[src/rtl/vload_seq_if.sv]
// Bundle of the vector-load sequencer's command, memory and register-file ports.
// The master side is the sequencer; the slave side is the issuer/memory/vregs environment.
interface vload_seq_if;
  logic         cmd_valid;
  logic         cmd_ready;
  logic [15:0]  cmd_base;
  logic [3:0]   cmd_vreg;
  logic [3:0]   cmd_len;
  logic         mem_req_valid;
  logic         mem_req_ready;
  logic [15:0]  mem_req_addr;
  logic         mem_resp_valid;
  logic [15:0]  mem_resp_data;
  logic         wEn;
  logic [3:0]   wAddr;
  logic [3:0]   wLen;
  logic [255:0] wData;
  logic         busy;

  modport master (
    input  cmd_valid, cmd_base, cmd_vreg, cmd_len,
    input  mem_req_ready, mem_resp_valid, mem_resp_data,
    output cmd_ready, mem_req_valid, mem_req_addr,
    output wEn, wAddr, wLen, wData, busy
  );

  modport slave (
    output cmd_valid, cmd_base, cmd_vreg, cmd_len,
    output mem_req_ready, mem_resp_valid, mem_resp_data,
    input  cmd_ready, mem_req_valid, mem_req_addr,
    input  wEn, wAddr, wLen, wData, busy
  );
endinterface

[src/rtl/vload_seq.sv]
// Vector load sequencer: fetches len+1 16-bit words from memory, packs them into a
// 256-bit vector and writes it to the vector register file in a single wEn cycle.
module vload_seq (
  input  logic        clk,
  input  logic        rst_n,
  vload_seq_if.master bus
);

  typedef enum logic [1:0] {
    IDLE  = 2'd0,
    FETCH = 2'd1,
    WRITE = 2'd2
  } state_t;

  state_t        state_q, state_d;
  logic [15:0]   base_q, base_d;
  logic [3:0]    vreg_q, vreg_d;
  logic [3:0]    len_q, len_d;
  logic [4:0]    req_cnt_q, req_cnt_d;
  logic [4:0]    resp_cnt_q, resp_cnt_d;
  logic [255:0]  buf_q, buf_d;
  logic [255:0]  wdata_q, wdata_d;
  logic [3:0]    waddr_q, waddr_d;
  logic [3:0]    wlen_q, wlen_d;

  logic          req_pending;
  logic          resp_take;

  always_ff @(posedge clk or negedge rst_n) begin
    if (!rst_n) begin
      state_q    <= IDLE;
      base_q     <= '0;
      vreg_q     <= '0;
      len_q      <= '0;
      req_cnt_q  <= '0;
      resp_cnt_q <= '0;
      buf_q      <= '0;
      wdata_q    <= '0;
      waddr_q    <= '0;
      wlen_q     <= '0;
    end else begin
      state_q    <= state_d;
      base_q     <= base_d;
      vreg_q     <= vreg_d;
      len_q      <= len_d;
      req_cnt_q  <= req_cnt_d;
      resp_cnt_q <= resp_cnt_d;
      buf_q      <= buf_d;
      wdata_q    <= wdata_d;
      waddr_q    <= waddr_d;
      wlen_q     <= wlen_d;
    end
  end

  always_comb begin
    state_d    = state_q;
    base_d     = base_q;
    vreg_d     = vreg_q;
    len_d      = len_q;
    req_cnt_d  = req_cnt_q;
    resp_cnt_d = resp_cnt_q;
    buf_d      = buf_q;
    wdata_d    = wdata_q;
    waddr_d    = waddr_q;
    wlen_d     = wlen_q;

    req_pending = (state_q == FETCH) && (req_cnt_q <= {1'b0, len_q});
    // Responses past element len are dropped so a stray extra word cannot corrupt the buffer.
    resp_take   = (state_q == FETCH) && bus.mem_resp_valid && (resp_cnt_q <= {1'b0, len_q});

    case (state_q)
      IDLE: begin
        if (bus.cmd_valid) begin
          base_d     = bus.cmd_base;
          vreg_d     = bus.cmd_vreg;
          len_d      = bus.cmd_len;
          req_cnt_d  = '0;
          resp_cnt_d = '0;
          buf_d      = '0;
          state_d    = FETCH;
        end
      end
      FETCH: begin
        if (req_pending && bus.mem_req_ready) begin
          req_cnt_d = req_cnt_q + 5'd1;
        end
        if (resp_take) begin
          buf_d[{resp_cnt_q[3:0], 4'd0} +: 16] = bus.mem_resp_data;
          resp_cnt_d = resp_cnt_q + 5'd1;
          if (resp_cnt_q[3:0] == len_q) begin
            wdata_d = buf_d;
            waddr_d = vreg_q;
            wlen_d  = len_q;
            state_d = WRITE;
          end
        end
      end
      WRITE: begin
        state_d = IDLE;
      end
      default: begin
        state_d = IDLE;
      end
    endcase
  end

  assign bus.cmd_ready     = (state_q == IDLE);
  assign bus.busy          = (state_q != IDLE);
  assign bus.mem_req_valid = req_pending;
  // Address is forced to zero outside FETCH so idle/reset presents a clean bus.
  assign bus.mem_req_addr  = (state_q == FETCH) ? (base_q + 16'(req_cnt_q)) : 16'h0000;
  assign bus.wEn           = (state_q == WRITE);
  assign bus.wAddr         = waddr_q;
  assign bus.wLen          = wlen_q;
  assign bus.wData         = wdata_q;

endmodule

[src/flat_wrapper.sv]
// flat-port wrapper written by rule: the top's interface ports become plain ports
module vload_seq_flat 
  (clk, rst_n, bus_cmd_valid, bus_cmd_base, bus_cmd_vreg, bus_cmd_len, bus_mem_req_ready, bus_mem_resp_valid, bus_mem_resp_data, bus_cmd_ready, bus_mem_req_valid, bus_mem_req_addr, bus_wEn, bus_wAddr, bus_wLen, bus_wData, bus_busy);
  vload_seq_if bus_i ();
  input  logic clk;
  input  logic rst_n;
  input wire logic [$bits(bus_i.cmd_valid)-1:0] bus_cmd_valid;
  input wire logic [$bits(bus_i.cmd_base)-1:0] bus_cmd_base;
  input wire logic [$bits(bus_i.cmd_vreg)-1:0] bus_cmd_vreg;
  input wire logic [$bits(bus_i.cmd_len)-1:0] bus_cmd_len;
  input wire logic [$bits(bus_i.mem_req_ready)-1:0] bus_mem_req_ready;
  input wire logic [$bits(bus_i.mem_resp_valid)-1:0] bus_mem_resp_valid;
  input wire logic [$bits(bus_i.mem_resp_data)-1:0] bus_mem_resp_data;
  output wire logic [$bits(bus_i.cmd_ready)-1:0] bus_cmd_ready;
  output wire logic [$bits(bus_i.mem_req_valid)-1:0] bus_mem_req_valid;
  output wire logic [$bits(bus_i.mem_req_addr)-1:0] bus_mem_req_addr;
  output wire logic [$bits(bus_i.wEn)-1:0] bus_wEn;
  output wire logic [$bits(bus_i.wAddr)-1:0] bus_wAddr;
  output wire logic [$bits(bus_i.wLen)-1:0] bus_wLen;
  output wire logic [$bits(bus_i.wData)-1:0] bus_wData;
  output wire logic [$bits(bus_i.busy)-1:0] bus_busy;
  assign bus_i.cmd_valid = bus_cmd_valid;
  assign bus_i.cmd_base = bus_cmd_base;
  assign bus_i.cmd_vreg = bus_cmd_vreg;
  assign bus_i.cmd_len = bus_cmd_len;
  assign bus_i.mem_req_ready = bus_mem_req_ready;
  assign bus_i.mem_resp_valid = bus_mem_resp_valid;
  assign bus_i.mem_resp_data = bus_mem_resp_data;
  assign bus_cmd_ready = bus_i.cmd_ready;
  assign bus_mem_req_valid = bus_i.mem_req_valid;
  assign bus_mem_req_addr = bus_i.mem_req_addr;
  assign bus_wEn = bus_i.wEn;
  assign bus_wAddr = bus_i.wAddr;
  assign bus_wLen = bus_i.wLen;
  assign bus_wData = bus_i.wData;
  assign bus_busy = bus_i.busy;
  vload_seq u_core (.clk(clk), .rst_n(rst_n), .bus(bus_i));
endmodule
[config.mk]
export PLATFORM = sky130hd
export DESIGN_NAME = vload_seq_flat
export DESIGN_NICKNAME = d
export VERILOG_FILES = /design/src/rtl/vload_seq_if.sv /design/src/rtl/vload_seq.sv /design/src/flat_wrapper.sv
export SDC_FILE = /design/constraint.sdc
export NUM_CORES = 1
export LEC_CHECK = 0
export ABC_AREA = 0
export CAP_MARGIN = 5
export CORE_MARGIN = 2
export CORE_UTILIZATION = 59
export DETAILED_ROUTE_END_ITERATION = 12
export HOLD_SLACK_MARGIN = 0.03
export PLACE_DENSITY_LB_ADDON = 0.15
export SYNTH_ARGS = -nofsm -noshare
export SYNTH_HDL_FRONTEND = slang
export SYNTH_SLANG_ARGS = --single-unit
[constraint.sdc]
create_clock -name clk -period 5.8 [get_ports clk]
set_input_delay 0.58 -clock clk [delete_from_list [all_inputs] [get_ports clk]]
set_output_delay 0.58 -clock clk [all_outputs]
set_load 0.005 [all_outputs]
# Word level (Yosys, flattened, before mapping)
# Index checks and enable logic that the tools add are counted.
dict set report totals {
  register_bits 556
  latchBits 0
  mem_bits_rw 0
  mem_bits_ro 0
  inputBits 45
  out_inout_bits 284
  word_cells 51
  mem_count 0
}
dict set report op_classes {
  n_addsub 4
  mul 0
  n_div 0
  magnitude_cmp 2
  n_eq_ne 7
  shifts 2
  muxes 14
  bitwise 0
  n_reduce_logical 12
}
# cell n
set ops {}
lappend ops {{256-bit 2-to-1 mux} 2}
lappend ops {{256-bit case mux with 2 select lines} 1}
lappend ops {{256-bit bitwise mux} 1}
lappend ops {{16-bit by 10-bit variable shift with 256-bit output, first input constant} 1}
lappend ops {{16-bit by 10-bit indexed part select with 256-bit output} 1}
lappend ops {{5-bit case mux with 2 select lines} 2}
lappend ops {{16-bit by 5-bit adder with 16-bit output} 1}
lappend ops {{16-bit 2-to-1 mux} 1}
lappend ops {{5-bit 2-to-1 mux} 3}
lappend ops {{3-bit AND reduction} 4}
lappend ops {{5-bit by 1-bit adder with 5-bit output, second input constant} 2}
lappend ops {{5-bit by 4-bit less-or-equal comparator with 1-bit output} 2}
lappend ops {{8-bit negator with 10-bit output} 1}
lappend ops {{2-bit 2-to-1 mux} 3}
lappend ops {{2-bit != test, second input constant} 3}
lappend ops {{4-bit equality test} 1}
lappend ops {{1-bit logical AND} 4}
lappend ops {{2-bit case mux with 2 select lines} 1}
lappend ops {{2-bit nonzero test} 2}
lappend ops {{2-bit by 1-bit equality test with 1-bit output, second input constant} 1}
lappend ops {{2-bit equality test, second input constant} 1}
lappend ops {{2-bit logical NOT} 1}
lappend ops {{2-bit by 1-bit != test with 1-bit output, second input constant} 1}
lappend ops {{2-bit AND reduction} 1}

# Logic depth before layout (Yosys ltp)
# Gate-level depths: netlist (run 1).
dict set report logic_depth {
  depth_word 5
  depth_mapped 12
  ltp_nobuf 8
}

# Worst setup path before layout (run 1)
# No wires, ideal clock.
dict set report synth_path {
  path_kind {flip-flop to flip-flop}
  start {reg u_core.resp_cnt_q[0]}
  end {reg u_core.buf_q[198]}
  setup_ns 0.125
  t_arrival_ns 2.459
  required_ns 5.675
  slack_ns 3.215
  path_stages_with_launch 12
  n_path_buf 4
  period_less_slack_ns 2.585
  path_cell_list {dfrtp_1 -> clkbuf_1 -> inv_1 -> ha_1 -> buf_4 -> or3b_1 -> a2111o_1 -> buf_6 -> and2_4 -> clkbuf_1 -> o21ai_0 -> o21ai_1}
}
dict set report synth_between {
  elab_chain_len 5
  elab_cells_between_ends 10
  classes_between {1 x add/sub; 1 x order compare; 1 x eq/ne; 2 x shift; 3 x mux; 2 x reduce/logical}
}
# element line_no
set synth_lines {}
lappend synth_lines {{from (decl)} vload_seq.sv:20} ;# logic [4:0] resp_cnt_q, resp_cnt_d;
lappend synth_lines {{from (signal assigned)} vload_seq.sv:47} ;# resp_cnt_q <= resp_cnt_d;
lappend synth_lines {{8-bit negator with 10-bit output} vload_seq.sv:88} ;# buf_d[{resp_cnt_q[3:0], 4'd0} +: 16] = bus.mem_resp_data;
lappend synth_lines {{16-bit by 10-bit indexed part select with 256-bit output / 16-bit by 10-bit variable shift with 256-bit output (equally long branches)} vload_seq.sv:88}
lappend synth_lines {{256-bit bitwise mux} vload_seq.sv:88}
lappend synth_lines {{256-bit 2-to-1 mux} vload_seq.sv:87} ;# if (resp_take) begin
lappend synth_lines {{256-bit case mux with 2 select lines} vload_seq.sv:71} ;# case (state_q)
lappend synth_lines {{to (signal assigned)} vload_seq.sv:48} ;# buf_q <= buf_d;
lappend synth_lines {{to (decl)} vload_seq.sv:21} ;# logic [255:0] buf_q, buf_d;
# Several ways; a longest one is shown, not always the timed one. The select of a mux whose other input is x is not followed.
# A chain may end at the register's enable or synchronous reset.

# Final worst setup path (run 1)
dict set report layout_path {
  start {reg u_core.state_q[1]}
  end {reg u_core.wdata_q[125] (netlist: u_core.bus.wData[125])}
}
dict set report layout_between {
  elab_chain_len 4
}
# element line_no
set layout_lines {}
lappend layout_lines {{from (decl)} vload_seq.sv:15} ;# state_t state_q, state_d;
lappend layout_lines {{from (signal assigned)} vload_seq.sv:42} ;# state_q <= state_d;
lappend layout_lines {{2-bit by 1-bit equality test with 1-bit output (*)} {vload_seq.sv:69, vload_seq.sv:71}}
lappend layout_lines {{1-bit logical AND (2 in a row)} vload_seq.sv:69} ;# resp_take = (state_q == FETCH) && bus.mem_resp_valid && (resp_cnt_q <= {1'b0, len_q});
lappend layout_lines {{3-bit AND reduction (no source line) (*)} --}
lappend layout_lines {{to (signal assigned)} vload_seq.sv:49} ;# wdata_q <= wdata_d;
lappend layout_lines {{to (decl)} vload_seq.sv:22} ;# logic [255:0] wdata_q, wdata_d;
# Every way passes the cells marked *; elsewhere a longest branch is shown, timed or not.

==> results.rst, run 1 <==
.. list-table::
   :header-rows: 1

   * - Metric
     - Value
   * - IO Count
     - 329
   * - Max Fanout on Critical Path
     - 174
   * - Clock buffers created by TritonCTS
     - 55
   * - P&R area growth vs syn
     - 22.6%
   * - Setup TNS
     - 0 ns
   * - Die H
     - 204 um
   * - Post-synth ARST share
     - 100%
   * - Width of the chip
     - 204 um
   * - Flip-flop and latch count after synthesis
     - 556
   * - Slew at the pin closest to its max-slew limit
     - 1.25 ns
   * - Total routing usage reported by global routing
     - 34.2%
   * - Area enclosed by the die boundary
     - 0.0418 mm^2
   * - Number of clock sinks
     - 556
   * - Vias after detailed routing
     - 18,179
   * - Primary flip-flop cell chosen by synthesis mapping
     - sky130_fd_sc_hd__dfrtp_1
   * - Count of flip-flops with a built-in enable after synthesis
     - 0
   * - Number of setup violations in the final report
     - 0
   * - Drt first pass iters
     - 6
   * - Startpoint kind of the worst setup timing path
     - flop
   * - Vias in the first global route
     - 17,849
   * - Number of warning messages in the yosys log
     - 0
   * - Crit path required time
     - 6.25 ns
   * - Post-CTS repair timing setup buffer count
     - 0
   * - Leakage power of the design
     - 0.0127 uW
   * - Final layout net count
     - 2,451
   * - Category of the worst setup path capture point
     - flop
   * - GP Congestion
     - 0.854
   * - DRC
     - 0
   * - Largest net degree at the start of global routing
     - 175
   * - Part of the cycle the worst path needs
     - 68.7%
   * - Net Count, Synth
     - 2,225
   * - Register area share after synthesis
     - 58.7%
   * - Htree depth
     - 2
   * - Fmax
     - 251 MHz
   * - Worst-case clock buffer depth
     - 3
   * - Cell count of the worst reg-to-reg path
     - 6
   * - Antenna violations before repair
     - 0
   * - Final slew viol count
     - 0
   * - Antenna fix cells
     - 0
   * - Post-Route Skew
     - 0.00925 ns
   * - Ratio of cells with drive above 1 in the final layout
     - 6.05%
   * - Number of I/O port buffers
     - 328
   * - Grt ovf
     - 0
   * - Number of routed nets with antenna violations
     - 0
   * - Via count normalized by instance count
     - 6.15
   * - Outcome
     - finished clean
   * - Cell Area, Synth
     - 0.0237 mm^2
   * - CTS tree
     - yes
   * - Standard cell core area
     - 0.0397 mm^2
   * - Register-to-register path setup slack
     - 1.82 ns
   * - Post-layout min period
     - 3.98 ns
   * - Ratio of total power to cell area
     - 516 mW/mm^2
   * - Relative slew margins
     - 16.0%
   * - Detailed-route wire length
     - 70,800 um
   * - Hpwl dp
     - 43,800 um
   * - Routed wire length per instance
     - 24.0 um
   * - Per-instance average area after synthesis
     - 11.0 um^2
   * - Number of unique standard cell types used by synthesis
     - 54
   * - Starting DRC count in detailed routing
     - 1,890
   * - Initial cell density of the core
     - 59.6%
   * - Arrival time of data at the critical path endpoint
     - 4.44 ns
   * - RSZ-0062 raised after global routing
     - no
   * - Number of max-capacitance violations reported
     - 0
   * - Root cell of the clock tree
     - sky130_fd_sc_hd__clkbuf_16
   * - Cells after Synth
     - 2,163
   * - Clock latency on the worst-skew pair
     - 0.60 ns
   * - Final Hold Fails
     - 0
   * - First-pass GRT wire length
     - 108,000 um
   * - Class of the tightest hold or removal check
     - flop to flop
   * - Worst VDD drop
     - 309 uV
   * - Number of rows created at floorplan
     - 73
   * - Clock-pin slew on the worst setup and hold paths
     - 0.06 ns
   * - Worst hold path depth
     - 2
   * - Worst hold margin
     - 0.477 ns
   * - Setup Crit Path Kind
     - flop to flop
## flip-flops by register name, indices dropped and copies added, names as in the netlist
signal / flops
u_core.resp_cnt_q: 5
u_core.base_q: 16
u_core.state_q: 2
u_core.bus.wAddr: 4
u_core.buf_q: 256
u_core.vreg_q: 4
u_core.bus.wData: 256
u_core.bus.wLen: 4
u_core.req_cnt_q: 5
u_core.len_q: 4
## logic make-up after synthesis
group | share of synthesized area [%]
simple gates | 8.37
xor+xnor | 0.517
compound gates | 16.8
flops | 58.7
buf+inv | 3.77
fa+ha+maj | 0.929
mux | 10.9
## cell usage in the layout (no fill, tap or decap), drive strengths merged, types with 8 or more instances in the layout
cell type,netlist,routed
mux2i,258,258
nor2,25,25
nand2b,9,9
nand3,11,11
ha,16,16
dfrtp,556,556
xor2,9,9
o2bb2ai,208,208
clkdlybuf4s50,0,327
clkinv,0,11
clkbuf,151,81
nor3,8,8
nand2,391,391
buf,48,40
o21ai,379,379
a21oi,9,9
inv,17,18
## cells in the mapped netlist (2+ instances only)
cell type | instances | share of area (%)
sky130_fd_sc_hd__dfrtp_1 | 556 | 59
sky130_fd_sc_hd__nand2_1 | 391 | 6.2
sky130_fd_sc_hd__o21ai_0 | 359 | 7.6
sky130_fd_sc_hd__mux2i_1 | 258 | 11
sky130_fd_sc_hd__o2bb2ai_1 | 208 | 7.7
sky130_fd_sc_hd__clkbuf_1 | 151 | 2.4
sky130_fd_sc_hd__buf_2 | 37 | 0.78
sky130_fd_sc_hd__nor2_1 | 23 | 0.36
sky130_fd_sc_hd__o21ai_1 | 20 | 0.42
sky130_fd_sc_hd__inv_1 | 17 | 0.27
sky130_fd_sc_hd__ha_1 | 16 | 0.84
sky130_fd_sc_hd__nand3_1 | 11 | 0.23
sky130_fd_sc_hd__a21oi_1 | 9 | 0.19
sky130_fd_sc_hd__nand2b_1 | 9 | 0.24
sky130_fd_sc_hd__xor2_1 | 9 | 0.33
sky130_fd_sc_hd__nor3_1 | 8 | 0.17
sky130_fd_sc_hd__buf_4 | 6 | 0.19
sky130_fd_sc_hd__nand4_1 | 5 | 0.13
sky130_fd_sc_hd__nor2b_1 | 5 | 0.13
sky130_fd_sc_hd__xnor2_1 | 5 | 0.18
sky130_fd_sc_hd__a211oi_1 | 4 | 0.13
sky130_fd_sc_hd__a21o_1 | 4 | 0.13
sky130_fd_sc_hd__nand3b_1 | 4 | 0.13
sky130_fd_sc_hd__o31ai_1 | 4 | 0.13
sky130_fd_sc_hd__and2_1 | 3 | 0.079
sky130_fd_sc_hd__and3_1 | 3 | 0.079
sky130_fd_sc_hd__and4_1 | 3 | 0.11
sky130_fd_sc_hd__buf_1 | 3 | 0.048
sky130_fd_sc_hd__or2_2 | 3 | 0.079
sky130_fd_sc_hd__a2111o_1 | 2 | 0.095
sky130_fd_sc_hd__buf_6 | 2 | 0.095
sky130_fd_sc_hd__nor2_2 | 2 | 0.053
sky130_fd_sc_hd__o211ai_1 | 2 | 0.063
## path summary, 6_finish.rpt
check,from,endpoint
max,u_core.state_q[1]$_DFFE_PN0P_,u_core.bus.wData[125]$_DFFE_PN0P_
min,u_core.base_q[4]$_DFFE_PN0P_,u_core.base_q[4]$_DFFE_PN0P_
max reg2reg,u_core.state_q[1]$_DFFE_PN0P_,u_core.bus.wData[125]$_DFFE_PN0P_
min reg2reg,u_core.base_q[4]$_DFFE_PN0P_,u_core.base_q[4]$_DFFE_PN0P_
max in group asynchronous,rst_n,u_core.bus.wData[63]$_DFFE_PN0P_
min in group asynchronous,rst_n,u_core.bus.wData[214]$_DFFE_PN0P_
## metal layers
metal / GRT usage, % / share of wire [%] / up-vias
met5: 0 / 0 / -
met4: 12.6 / 3.8 / 0
met3: 8.88 / 9.3 / 168
met2: 51.5 / 46 / 801
met1: 48.3 / 41 / 9153
li1: - / - / 8057
## per-stage QoR
stage / power [uW] / instance area (um^2) / std cells / utilization, % / worst slack (ns)
after global routing: 15800 / 29100 / 2955 / 73.1 / 1.49
final: 15000 / 29100 / 2955 / 73.1 / 1.82
after floorplan: 8590 / 23700 / 2163 / - / 3.22
after detailed placement: 11400 / 27200 / 2854 / 68.5 / 1.91
after global placement: 11200 / 27200 / 2853 / 68.5 / 2.07
after CTS: 15000 / 29000 / 2953 / 73.1 / 1.90
## worst max-delay path, cell delays in order, from the launching register on
cell	delay [ns]
sky130_fd_sc_hd__dfrtp_1	0.45
sky130_fd_sc_hd__nand2b_2	0.62
sky130_fd_sc_hd__nor3b_2	1.04
sky130_fd_sc_hd__nand2_4	0.79
sky130_fd_sc_hd__buf_12	0.50
sky130_fd_sc_hd__nand2_1	0.19
sky130_fd_sc_hd__o21ai_0	0.09
## what timing repair did
item                       in CTS  in global routing
hold buffers                    1                  0
setup endpoints to repair       0                  0
hold endpoints to repair       41                  0
gates resized for setup         0                  0
## power by group
part	leakage (uW)	internal (uW)	switching, uW	total, uW
Combinational	0.00414	2460	3070	5540
Clock	0.000891	2080	1490	3570
Sequential	0.00763	5050	836	5880
## final cells by class
class | instances | area (um^2)
Inverter | 17 | 63.8
Fill cell | 2792 | 10700
Sequential cell | 556 | 13900
Clock buffer | 81 | 1600
Clock inverter | 17 | 195
Multi-Input combinational cell | 1391 | 8950
Tap cell | 525 | 657
Timing Repair Buffer | 368 | 3670
Note: power is estimated with default switching activity, not from simulation.
==> inputs of run 2 (changes only) <==
--- a/config.mk
+++ b/config.mk
@@ -8,7 +8,7 @@
 export ABC_AREA = 0
 export CAP_MARGIN = 5
 export CORE_MARGIN = 2
-export CORE_UTILIZATION = 59
+export CORE_UTILIZATION = 55
 export DETAILED_ROUTE_END_ITERATION = 12
 export HOLD_SLACK_MARGIN = 0.03
 export PLACE_DENSITY_LB_ADDON = 0.15
==> constraint.sdc (replaced) <==
create_clock -name clk -period 4 [get_ports clk]
set_input_delay 0.4 -clock clk [delete_from_list [all_inputs] [get_ports clk]]
set_output_delay 0.4 -clock clk [all_outputs]
set_load 0.005 [all_outputs]
==> run 2 against run 1 <==
Compared with the run above:
- global-route usage fell by 1.5 points
- first-iteration DRC count rose by 2.6%
- via count rose by 0.52%
- sequential power rose by 45%
- die area rose by 7.1%
- critical path type is now flop to primary output
- highest routed layer unchanged
==> results.rst, run 2 (synthesis gave the netlist of run 1 again) <==
.. list-table::
   :header-rows: 1

   * - Metric
     - Value
   * - Outcome
     - finished clean
   * - Post-Route Skew
     - 0.0274 ns
   * - Crit path required time
     - 3.60 ns
   * - Area enclosed by the die boundary
     - 0.0448 mm^2
   * - Delay contributed by the slowest stage of the critical path
     - 0.51 ns
   * - Chain of cells forming the critical path
     - ha_1 > inv_1 > fa_1 > nor2b_1 > o31a_1 > o211ai_1 > xor2_1 > nor2_1 > clkdlybuf4s50_1
   * - Worst hold margin
     - 0.331 ns
   * - Root cell of the clock tree
     - sky130_fd_sc_hd__clkbuf_16
   * - Fmax
     - 280 MHz
   * - Category of the worst setup path capture point
     - primary output
   * - Kind of cell with the highest combined delay on the critical path
     - adder cells
   * - Standard cell core area
     - 0.0428 mm^2
   * - Largest net degree at the start of global routing
     - 132
   * - Multi-input logic area
     - 0.00895 mm^2
   * - Logic gate share of total power
     - 36.3%
   * - Arrival time of data at the critical path endpoint
     - 3.17 ns
   * - Vias in the first global route
     - 17,921
   * - Via count normalized by instance count
     - 6.09
   * - Worst VDD drop
     - 397 uV
   * - Number of rows created at floorplan
     - 76
   * - P&R area growth vs syn
     - 24.6%
   * - Detailed-route wire length
     - 72,400 um
   * - Worst-path cell with the longest stage delay
     - sky130_fd_sc_hd__clkdlybuf4s50_1
   * - Clock-pin slew on the worst setup and hold paths
     - 0.06 ns
   * - Number of clock sinks
     - 556
   * - CTS tree
     - yes
   * - Number of routed nets with antenna violations
     - 0
   * - Final Hold Fails
     - 0
   * - Most common cell after layout, fill and taps aside
     - sky130_fd_sc_hd__dfrtp_1
   * - Width of the chip
     - 212 um
   * - Antenna fix cells
     - 0
   * - Post-layout min period
     - 3.57 ns
   * - Initial cell density of the core
     - 55.4%
   * - Clock latency on the worst-skew pair
     - 0.62 ns
   * - Number of max-capacitance violations reported
     - 0
   * - Routed wire length per instance
     - 24.1 um
   * - Sequential cell fraction of total power
     - 38.1%
   * - Setup TNS
     - 0 ns
   * - Number of filler instances in the final layout
     - 3,169
   * - Number of setup violations in the final report
     - 0
   * - Leakage power of the design
     - 0.0129 uW
   * - Vias after detailed routing
     - 18,274
   * - Htree depth
     - 2
   * - RSZ-0062 raised after global routing
     - no
   * - Switching Fraction
     - 35.5%
   * - Count of cells resized by post-cts repair
     - 0
   * - Max Fanout on Critical Path
     - 6
   * - Number of buffers and inverters on the critical path
     - 2
   * - Ratio of total power to cell area
     - 759 mW/mm^2
   * - Slew at the pin closest to its max-slew limit
     - 1.24 ns
   * - Final slew viol count
     - 0
   * - Die H
     - 212 um
   * - Class of the tightest hold or removal check
     - primary input to flop
   * - Hpwl dp
     - 46,600 um
   * - Startpoint kind of the worst setup timing path
     - flop
   * - Final layout net count
     - 2,474
   * - Grt ovf
     - 0
   * - First-pass GRT wire length
     - 110,000 um
   * - Number of I/O port buffers
     - 328
   * - Most frequent cells in the layout
     - 556 x sky130_fd_sc_hd__dfrtp_1, 390 x sky130_fd_sc_hd__nand2_1, 359 x sky130_fd_sc_hd__o21ai_0
   * - Relative slew margins
     - 16.5%
   * - DRC
     - 0
   * - Ratio of cells with drive above 1 in the final layout
     - 7.37%
   * - Drt first pass iters
     - 5
   * - IO Count
     - 329
   * - Power dissipated by switching net loads
     - 7950 uW
   * - Internal
     - 14,500 uW
   * - Antenna violations before repair
     - 0
   * - Part of the cycle the worst path needs
     - 89.4%
   * - Worst-case clock buffer depth
     - 3
   * - Total routing usage reported by global routing
     - 32.8%
   * - GP Congestion
     - 0.839
   * - Starting DRC count in detailed routing
     - 1,939
   * - Clock power frac
     - 25.6%
   * - Clock buffers created by TritonCTS
     - 56
   * - FF+latch area
     - 0.0139 mm^2
   * - Setup Crit Path Kind
     - flop to primary output
run 2: cell types whose count changed in the layout (fill, tap and decap cells not counted), sizes merged:
| cell | change |
|---|---|
| clkbuf | -3 |
| bufinv | +5 |
| clkinv | +3 |
| buf | +22 |
run 2: power by group through the flow:
stage                     registers [uW]  clock network (uW)  logic (uW)
after floorplan                     8260                   0        4200
after global placement              8520                   0        7860
after detailed placement            8550                   0        8060
after CTS                           8500                5780        8120
after global routing                8700                6020        8860
final                               8530                5740        8150
run 2: area by class of cell:
type / instances / share of cell area [%]
Timing Repair Buffer: 390 / 13.2
Inverter: 17 / 0.216
Clock inverter: 25 / 1.25
Multi-Input combinational cell: 1391 / 30.3
Sequential cell: 556 / 47.1
Clock buffer: 78 / 5.64
Tap cell: 546 / 2.31
run 2: per-stage QoR:
step	total power (uW)	util (%)	cells	worst slack, ns	cell area (um^2)
floorplan	12500	-	2163	1.42	23700
global placement	16400	64.2	2897	0.979	27500
detailed placement	16600	64.2	2897	0.866	27500
CTS	22400	69.0	3001	0.418	29500
global route	23600	69.0	3003	0.251	29500
finish	22400	69.0	3003	0.426	29500
run 2: final timing paths:
check,startpoint,to,slack (ns),depth (start not counted)
max,u_core.req_cnt_q[0]$_DFFE_PN0P_,bus_mem_req_addr[10],0.43,9
min,bus_cmd_vreg[3],u_core.vreg_q[3]$_DFFE_PN0P_,0.33,3
max reg2reg,u_core.resp_cnt_q[0]$_DFFE_PN0P_,u_core.buf_q[195]$_DFFE_PN0P_,0.81,6
min reg2reg,u_core.bus.wData[248]$_DFFE_PN0P_,u_core.bus.wData[248]$_DFFE_PN0P_,0.47,2
max in group asynchronous,rst_n,u_core.buf_q[83]$_DFFE_PN0P_,2.34,3
min in group asynchronous,rst_n,u_core.bus.wData[221]$_DFFE_PN0P_,0.51,2
run 2: what timing repair did:
item | in CTS | in global routing
setup buffers | 0 | 0
endpoints found under the hold margin | 122 | 0
hold buffers | 1 | 0
run 2: per-layer routing:
| metal | part of all wire [%] | up-vias | wire length [um] | GRT usage, % |
|---|---|---|---|---|
| met5 | 0 | - | 0 | 0 |
| met4 | 3.3 | 0 | 2380 | 11.3 |
| met3 | 8.5 | 146 | 6140 | 6.69 |
| met2 | 45 | 872 | 32600 | 49.1 |
| met1 | 43 | 9131 | 31300 | 47.9 |
| li1 | - | 8125 | - | - |
run 2: worst register-to-register path, stage by stage (launching register included):
cell	delay, ns
sky130_fd_sc_hd__dfrtp_1	0.50
sky130_fd_sc_hd__inv_1	0.14
sky130_fd_sc_hd__ha_1	0.35
sky130_fd_sc_hd__or3b_1	0.46
sky130_fd_sc_hd__a2111o_1	0.75
sky130_fd_sc_hd__or2_0	0.63
sky130_fd_sc_hd__o21ai_0	0.29
